File: src/rtl/spi_master_if.sv
// Byte stream and SPI pin bundle for spi_master.
// master: the SPI block side; slave: the host / pad side.
interface spi_master_if;
  logic [7:0] tx_data;
  logic       tx_valid;
  logic       tx_ready;
  logic [7:0] rx_data;
  logic       rx_valid;
  logic       cs_n;
  logic       sck;
  logic       mosi;
  logic       miso;

  modport master (
    input  tx_data, tx_valid, miso,
    output tx_ready, rx_data, rx_valid,
    output cs_n, sck, mosi
  );

  modport slave (
    output tx_data, tx_valid, miso,
    input  tx_ready, rx_data, rx_valid,
    input  cs_n, sck, mosi
  );
endinterface

File: src/rtl/spi_master.sv
// Length-prefixed SPI mode-0 master, MSB first.
// Define SPI_MASTER_RX_EN to enable the MISO receive path.
module spi_master #(
  parameter int unsigned CLK_DIV = 1
) (
  input logic         clk,
  input logic         rst_n,
  spi_master_if.master bus
);

  typedef enum logic [1:0] {
    IDLE,
    WAIT_BYTE,
    SHIFT,
    CS_HOLD
  } state_t;

  localparam logic [7:0] LAST = 8'(CLK_DIV - 1);

  state_t     state;
  logic [7:0] count;
  logic [7:0] div;
  logic [6:0] tx_sh;
  logic [2:0] bit_idx;
  logic       cs_n_q;
  logic       sck_q;
  logic       mosi_q;

  logic half_done;
  logic take;
  logic sample;

  assign half_done = div == LAST;
  assign bus.tx_ready = (state == IDLE) ||
                        (state == WAIT_BYTE);
  assign take = bus.tx_valid && bus.tx_ready;
  assign sample = (state == SHIFT) && half_done &&
                  !sck_q;

  assign bus.cs_n = cs_n_q;
  assign bus.sck  = sck_q;
  assign bus.mosi = mosi_q;

  always_ff @(posedge clk or negedge rst_n) begin
    if (!rst_n) begin
      state   <= IDLE;
      count   <= 8'd0;
      div     <= 8'd0;
      tx_sh   <= 7'd0;
      bit_idx <= 3'd0;
      cs_n_q  <= 1'b1;
      sck_q   <= 1'b0;
      mosi_q  <= 1'b0;
    end else begin
      unique case (state)
        IDLE: begin
          if (take && bus.tx_data != 8'd0) begin
            count <= bus.tx_data;
            state <= WAIT_BYTE;
          end
        end
        WAIT_BYTE: begin
          if (take) begin
            mosi_q  <= bus.tx_data[7];
            tx_sh   <= bus.tx_data[6:0];
            count   <= count - 8'd1;
            cs_n_q  <= 1'b0;
            div     <= 8'd0;
            bit_idx <= 3'd0;
            state   <= SHIFT;
          end
        end
        SHIFT: begin
          if (!half_done) begin
            div <= div + 8'd1;
          end else begin
            div <= 8'd0;
            if (!sck_q) begin
              sck_q <= 1'b1;
            end else begin
              sck_q <= 1'b0;
              // mosi only moves on the falling edge
              if (bit_idx == 3'd7) begin
                state <= (count != 8'd0) ?
                         WAIT_BYTE : CS_HOLD;
              end else begin
                bit_idx <= bit_idx + 3'd1;
                mosi_q  <= tx_sh[6];
                tx_sh   <= {tx_sh[5:0], 1'b0};
              end
            end
          end
        end
        CS_HOLD: begin
          if (!half_done) begin
            div <= div + 8'd1;
          end else begin
            div    <= 8'd0;
            cs_n_q <= 1'b1;
            mosi_q <= 1'b0;
            state  <= IDLE;
          end
        end
        default: state <= IDLE;
      endcase
    end
  end

`ifdef SPI_MASTER_RX_EN
  logic [7:0] rx_sh;
  logic [7:0] rx_data_q;
  logic       rx_done;
  logic       rx_valid_q;

  // Completed byte is published one edge after bit 0 lands
  always_ff @(posedge clk or negedge rst_n) begin
    if (!rst_n) begin
      rx_sh      <= 8'd0;
      rx_data_q  <= 8'd0;
      rx_done    <= 1'b0;
      rx_valid_q <= 1'b0;
    end else begin
      rx_valid_q <= rx_done;
      rx_done    <= 1'b0;
      if (rx_done) begin
        rx_data_q <= rx_sh;
      end
      if (sample) begin
        rx_sh   <= {rx_sh[6:0], bus.miso};
        rx_done <= bit_idx == 3'd7;
      end
    end
  end

  assign bus.rx_data  = rx_data_q;
  assign bus.rx_valid = rx_valid_q;
`else
  logic unused_rx;
  assign unused_rx = bus.miso ^ sample;
  assign bus.rx_data  = 8'h00;
  assign bus.rx_valid = 1'b0;
`endif

endmodule

File: src/flat_wrapper.sv
// flat-port wrapper written by rule: the top's interface ports become plain ports
module spi_master_flat 
#(
  parameter int unsigned CLK_DIV = 1
)
  (clk, rst_n, bus_tx_data, bus_tx_valid, bus_miso, bus_tx_ready, bus_rx_data, bus_rx_valid, bus_cs_n, bus_sck, bus_mosi);
  spi_master_if bus_i ();
  input logic clk;
  input logic rst_n;
  input wire logic [$bits(bus_i.tx_data)-1:0] bus_tx_data;
  input wire logic [$bits(bus_i.tx_valid)-1:0] bus_tx_valid;
  input wire logic [$bits(bus_i.miso)-1:0] bus_miso;
  output wire logic [$bits(bus_i.tx_ready)-1:0] bus_tx_ready;
  output wire logic [$bits(bus_i.rx_data)-1:0] bus_rx_data;
  output wire logic [$bits(bus_i.rx_valid)-1:0] bus_rx_valid;
  output wire logic [$bits(bus_i.cs_n)-1:0] bus_cs_n;
  output wire logic [$bits(bus_i.sck)-1:0] bus_sck;
  output wire logic [$bits(bus_i.mosi)-1:0] bus_mosi;
  assign bus_i.tx_data = bus_tx_data;
  assign bus_i.tx_valid = bus_tx_valid;
  assign bus_i.miso = bus_miso;
  assign bus_tx_ready = bus_i.tx_ready;
  assign bus_rx_data = bus_i.rx_data;
  assign bus_rx_valid = bus_i.rx_valid;
  assign bus_cs_n = bus_i.cs_n;
  assign bus_sck = bus_i.sck;
  assign bus_mosi = bus_i.mosi;
  spi_master #(.CLK_DIV(CLK_DIV)) u_core (.clk(clk), .rst_n(rst_n), .bus(bus_i));
endmodule
File: config.mk
export PLATFORM = sky130hd
export DESIGN_NAME = spi_master_flat
export DESIGN_NICKNAME = d
export VERILOG_FILES = /design/src/rtl/spi_master_if.sv /design/src/rtl/spi_master.sv /design/src/flat_wrapper.sv
export SDC_FILE = /design/constraint.sdc
export NUM_CORES = 1
export LEC_CHECK = 0
export CAP_MARGIN = 0
export CORE_MARGIN = 3
export CORE_UTILIZATION = 54
export DETAILED_ROUTE_END_ITERATION = 16
export GPL_TIMING_DRIVEN = 0
export PLACE_DENSITY = 0.75
export SLEW_MARGIN = 20
export SYNTH_ARGS = -nofsm -noshare
export SYNTH_HDL_FRONTEND = slang
export SYNTH_SLANG_ARGS = --single-unit
File: constraint.sdc
create_clock -name clk -period 1.8 [get_ports clk]
set_input_delay 0.27 -clock clk [delete_from_list [all_inputs] [get_ports clk]]
set_output_delay 0.27 -clock clk [all_outputs]
set_load 0.01 [all_outputs]
# Word-level counts from Yosys, hierarchy flattened
# Index checks and enable logic that the tools add are counted.
word_totals:
  regBits: 31
  input_bits: 12
  word_cells: 76
op_classes:
  add_sub_neg: 3
  n_eq_ne: 11
  muxes: 34
  n_reduce_logical: 20
op_table:
  columns: ["operator", "count"]
  rows:
  - ["two-way mux 8 bit", 4]
  - ["one-hot mux 8 bit (2 select lines)", 2]
  - ["two-way mux 7 bit", 4]
  - ["nonzero test 8 bit", 2]
  - ["two-way mux 2 bit", 7]
  - ["one-hot mux 7 bit (2 select lines)", 1]
  - ["two-way mux 3 bit", 4]
  - ["AND reduction 6 bit", 2]
  - ["adder 8 x 1 -> 8 bit (second input constant)", 1]
  - ["zero test 8 bit", 1]
  - ["two-way mux 1 bit", 8]
  - ["inequality test 2 x 1 -> 1 bit (second input constant)", 4]
  - ["one-hot mux 2 bit (4 select lines)", 1]
  - ["nonzero test 2 bit", 4]
  - ["subtractor 8 x 1 -> 8 bit (second input constant)", 1]
  - ["inequality test 2 bit (second input constant)", 3]
  - ["one-hot mux 3 bit (2 select lines)", 1]
  - ["AND reduction 3 bit", 2]
  - ["AND reduction 5 bit", 1]
  - ["== test 2 bit (second input constant)", 2]
  - ["AND reduction 2 bit", 2]
  - ["adder 3 x 1 -> 3 bit (second input constant)", 1]
  - ["== test 3 bit (second input constant)", 1]
  - ["one-hot mux 1 bit (3 select lines)", 1]
  - ["7 further kinds", 8]

# Logic depth before layout (Yosys ltp)
logic_depth:
  word_depth: 6
  ltp_mapped: 7

# Worst setup path before layout
# OpenSTA, ideal clock, no wires.
synth_timing:
  path_kind: "reg2reg"
  from: "register u_core.count[0]"
  to: "register u_core.count[6]"
  setup_ns: 0.129
  arrival_ns: 1.516
  required_time_ns: 1.671
  path_slack_ns: 0.155
  stages_incl_launch_ff: 7
  path_buffers: 0
  period_less_slack_ns: 1.645
  path_cell_list: "dfrtp_1 > inv_1 > ha_1 > or3b_2 > o31a_1 > o21ai_0 > o21ai_0"
synth_between:
  elab_chain_cells: 3
synth_rtl:
  columns: ["element", "line_no", "source"]
  rows:
  - ["from (decl)", "spi_master.sv:21", "logic [7:0] count;"]
  - ["from (signal assigned)", "spi_master.sv:58", "count <= bus.tx_data;"]
  - ["from (signal assigned)", "spi_master.sv:66", "count <= count - 8'd1;"]
  - ["subtractor 8 x 1 -> 8 bit", "spi_master.sv:66", null]
  - ["two-way mux 8 bit", "spi_master.sv:63", "if (take) begin"]
  - ["one-hot mux 8 bit (2 select lines)", "spi_master.sv:55", "unique case (state)"]
# Every way passes these cells. The select of a mux whose other input is x is not followed.
# A chain may end at the register's enable or synchronous reset.

# Worst setup path after layout
layout_timing:
  from: "register u_core.div[1]"
  to: "register u_core.bit_idx[0]"
layout_between:
  elab_chain_cells: 3
layout_rtl:
  columns: ["element", "line_no", "source"]
  rows:
  - ["from (decl)", "spi_master.sv:22", "logic [7:0] div;"]
  - ["from (signal assigned)", "spi_master.sv:75", "div <= div + 8'd1;"]
  - ["from (signal assigned)", "spi_master.sv:96", "div <= div + 8'd1;"]
  - ["zero test 8 bit", "spi_master.sv:33", "assign half_done = div == LAST;"]
  - ["inequality test 2 x 1 -> 1 bit (no source line)", null, null]
  - ["AND reduction 5 bit (no source line)", null, null]
  - ["to (signal assigned)", "spi_master.sv:87", "bit_idx <= bit_idx + 3'd1;"]
  - ["to (decl)", "spi_master.sv:24", "logic [2:0] bit_idx;"]
# Every way passes these cells.

==> flow_summary.json <==
{
  "crit_path_end_kind": "flop",
  "dieArea_um2": 4040,
  "hold_path.class": "input port to async pin",
  "clockBufferDepth": 2,
  "core_um2": 3100,
  "gp_congestion": 0.883,
  "io_pins": 25,
  "wire_per_inst_um": 15.7,
  "ys_seq_area_share_pct": 43.4,
  "grt_pass1_wl_um": 7060,
  "cp.arrival_ns": 1.94,
  "leakage_nw": 0.989,
  "clock_sinks": 31,
  "syn_area_per_cell_um2": 9.33,
  "clock_skew_ns": 0.0146,
  "n_antenna_cell": 0,
  "reg2reg_depth": 7,
  "final_cells": 272,
  "cts_made_buffers": 5,
  "grt_max_degree": 32,
  "final_util_pct": 69.7,
  "fmax_mhz": 580,
  "synthArstFlopShare_pct": 100,
  "ys_seq_elements": 31,
  "power_mw": 1.32,
  "synth_top_area_share_pct": 41.9,
  "status": "complete, no violations",
  "vias": 1595,
  "fin_ws_ns": 0.0748,
  "final_cell_area_um2": 2160,
  "drc": 0,
  "syn2layout_area_growth_pct": 20.7,
  "rows": 20,
  "tightest_slew_ns": 0.721,
  "grt_usage_pct": 22.4,
  "layout_commonest_cell": "dfrtp_1",
  "layout_common_cells": "30 x dfrtp_1, 16 x buf_4, 16 x nor2_1, 16 x nand2_1, 15 x a21oi_1",
  "p_per_area_nw_per_um2": 609,
  "start_util_pct": 57.7,
  "viasPerCell": 5.86,
  "dp.final_hpwl_um": 2970,
  "min_period_ns": 1.73,
  "tns_ns": 0,
  "dpl.cell_count": 258,
  "finalSetupViolCount": 0,
  "antenna_found_initial": 0,
  "die_w_um": 63.6,
  "synth_cell_types": 44,
  "drt_iter0_drc": 87,
  "critPathLaunchType": "flop",
  "io_buffers": 14,
  "hold_viol": 0,
  "cts_root_buffer": "clkbuf_4",
  "required_ns": 2.02,
  "hold_slack_ns": 0.510,
  "die_h_um": 63.6,
  "syn_area_um2": 1790,
  "synth_edf_count": 0,
  "synthCells": 192,
  "nets": 245,
  "grt_pass1_vias": 1558,
  "synth_area_leaders": "dfrtp_1 42%, a21oi_1 4.5%, buf_4 4.2%",
  "final_max_slew_viol_count": 0,
  "relSlewSlack_pct": 52.0,
  "crit_path_max_fanout": 5,
  "dpl_worst_slack_ns": -0.267,
  "yosys_warnings": 0,
  "dr.pass1.iters": 4,
  "drv_cap": 0,
  "overflow": 0,
  "worst-setup-path-type": "flop to flop",
  "synth.largest_area_cell": "dfrtp_1",
  "ant_nets": 0,
  "yosys_most_used_dff": "dfrtp_1",
  "cts_tree": "done",
  "finalCritPeriodShare_pct": 95.8,
  "drive_gt1_share_pct": 19.3,
  "ir_drop_v": 0.000418,
  "clk_latency_ns": 0.34,
  "place_area_um2": 2010,
  "r2r_slack_ns": 0.07,
  "wirelength_um": 4270,
  "clk_pin_slew_ns": 0.10,
  "htree_levels": 2
}
## what timing repair did
item	CTS	global route
buffers inserted	2	3
gates resized for setup	4	12
cloned	0	0
hold buffers	1	0
hold endpoints to repair	30	0
endpoints found under the setup margin	6	16
pin swaps	0	2
## critical path, stage by stage, from the launching register on
cell and delay [ns]:
dfrtp_1 0.42, inv_1 0.08, ha_1 0.14, nor4b_4 0.18, buf_4 0.19, and3_2 0.22, o21ai_2 0.09, mux2_2 0.28
## routing by layer
metal  vias to the layer above  GRT usage [%]  share of wire, %
met2                        54           36.2                48
met5                         -              0                 0
li1                        763              -                 -
met4                         0           9.97               2.2
met3                        10           4.99               5.9
met1                       768           28.4                44
## path summary, 6_finish.rpt
path	start	to
worst max-delay path	u_core.div[1]	u_core.bit_idx[0]
worst min-delay path	rst_n	u_core.count[3]
worst max register to register	u_core.div[1]	u_core.bit_idx[0]
worst min register to register	u_core.tx_sh[0]	u_core.tx_sh[0]
max in group asynchronous	rst_n	u_core.bit_idx[1]
min in group clk	u_core.tx_sh[0]	u_core.tx_sh[0]
## sequential cells by signal, summed over array words and instances, names as in the netlist
name	flops
u_core.bus.cs_n	1
u_core.bus.mosi	1
u_core.bit_idx	3
u_core.div	8
u_core.bus.sck	1
u_core.count	8
u_core.tx_sh	7
u_core.state	2
## report_power, final
part	internal (mW)	switching [mW]
sequential	0.724	0.0223
combinational	0.0848	0.0863
clock	0.156	0.244
total	0.964	0.353
## cells in the mapped netlist, types with 2 or more instances
master and count:
xor2_1 2, nor2_1 16, o22ai_1 7, dfrtp_1 30, a22o_1 3, and3_2 2, nand2_1 17, nor4_1 2
a31o_2 2, a2bb2oi_1 6, o21ai_0 9, ha_1 6, nand2b_1 4, mux2_2 3, buf_4 10, clkbuf_1 3
a21oi_1 16, nand3_1 3, nor3_1 4, buf_2 2, nor2b_1 3, inv_1 7, o31a_1 2, a31oi_1 8
o2bb2ai_1 2, or3_1 4, a211oi_1 2
## cells by family (layout without fill, tap and decap cells)
| logic type | count (synthesis) | in the layout | synth area share (%) |
|---|---|---|---|
| AOI/OAI and AO/OA | 65 | 65 | 24.2 |
| and+or+nand+nor | 61 | 61 | 17.7 |
| DFF | 31 | 31 | 43.4 |
| buffers and inverters | 22 | 50 | 6.84 |
| adders and majority gates | 6 | 6 | 4.19 |
| muxes | 4 | 4 | 2.44 |
| xor gates and xnor gates | 2 | 2 | 0.978 |
| other | 1 | 9 | 0.209 |
## area by class of cell
cell class                      count  area (um2)
Multi-Input combinational cell    147         973
Timing Repair Buffer               20         181
Sequential cell                    31         777
Buffer                             15         100
Fill cell                         279         941
Clock buffer                        8        48.8
Tap cell                           44        55.1
Inverter                            7        26.3
Note: power is estimated with default switching activity, not from simulation.
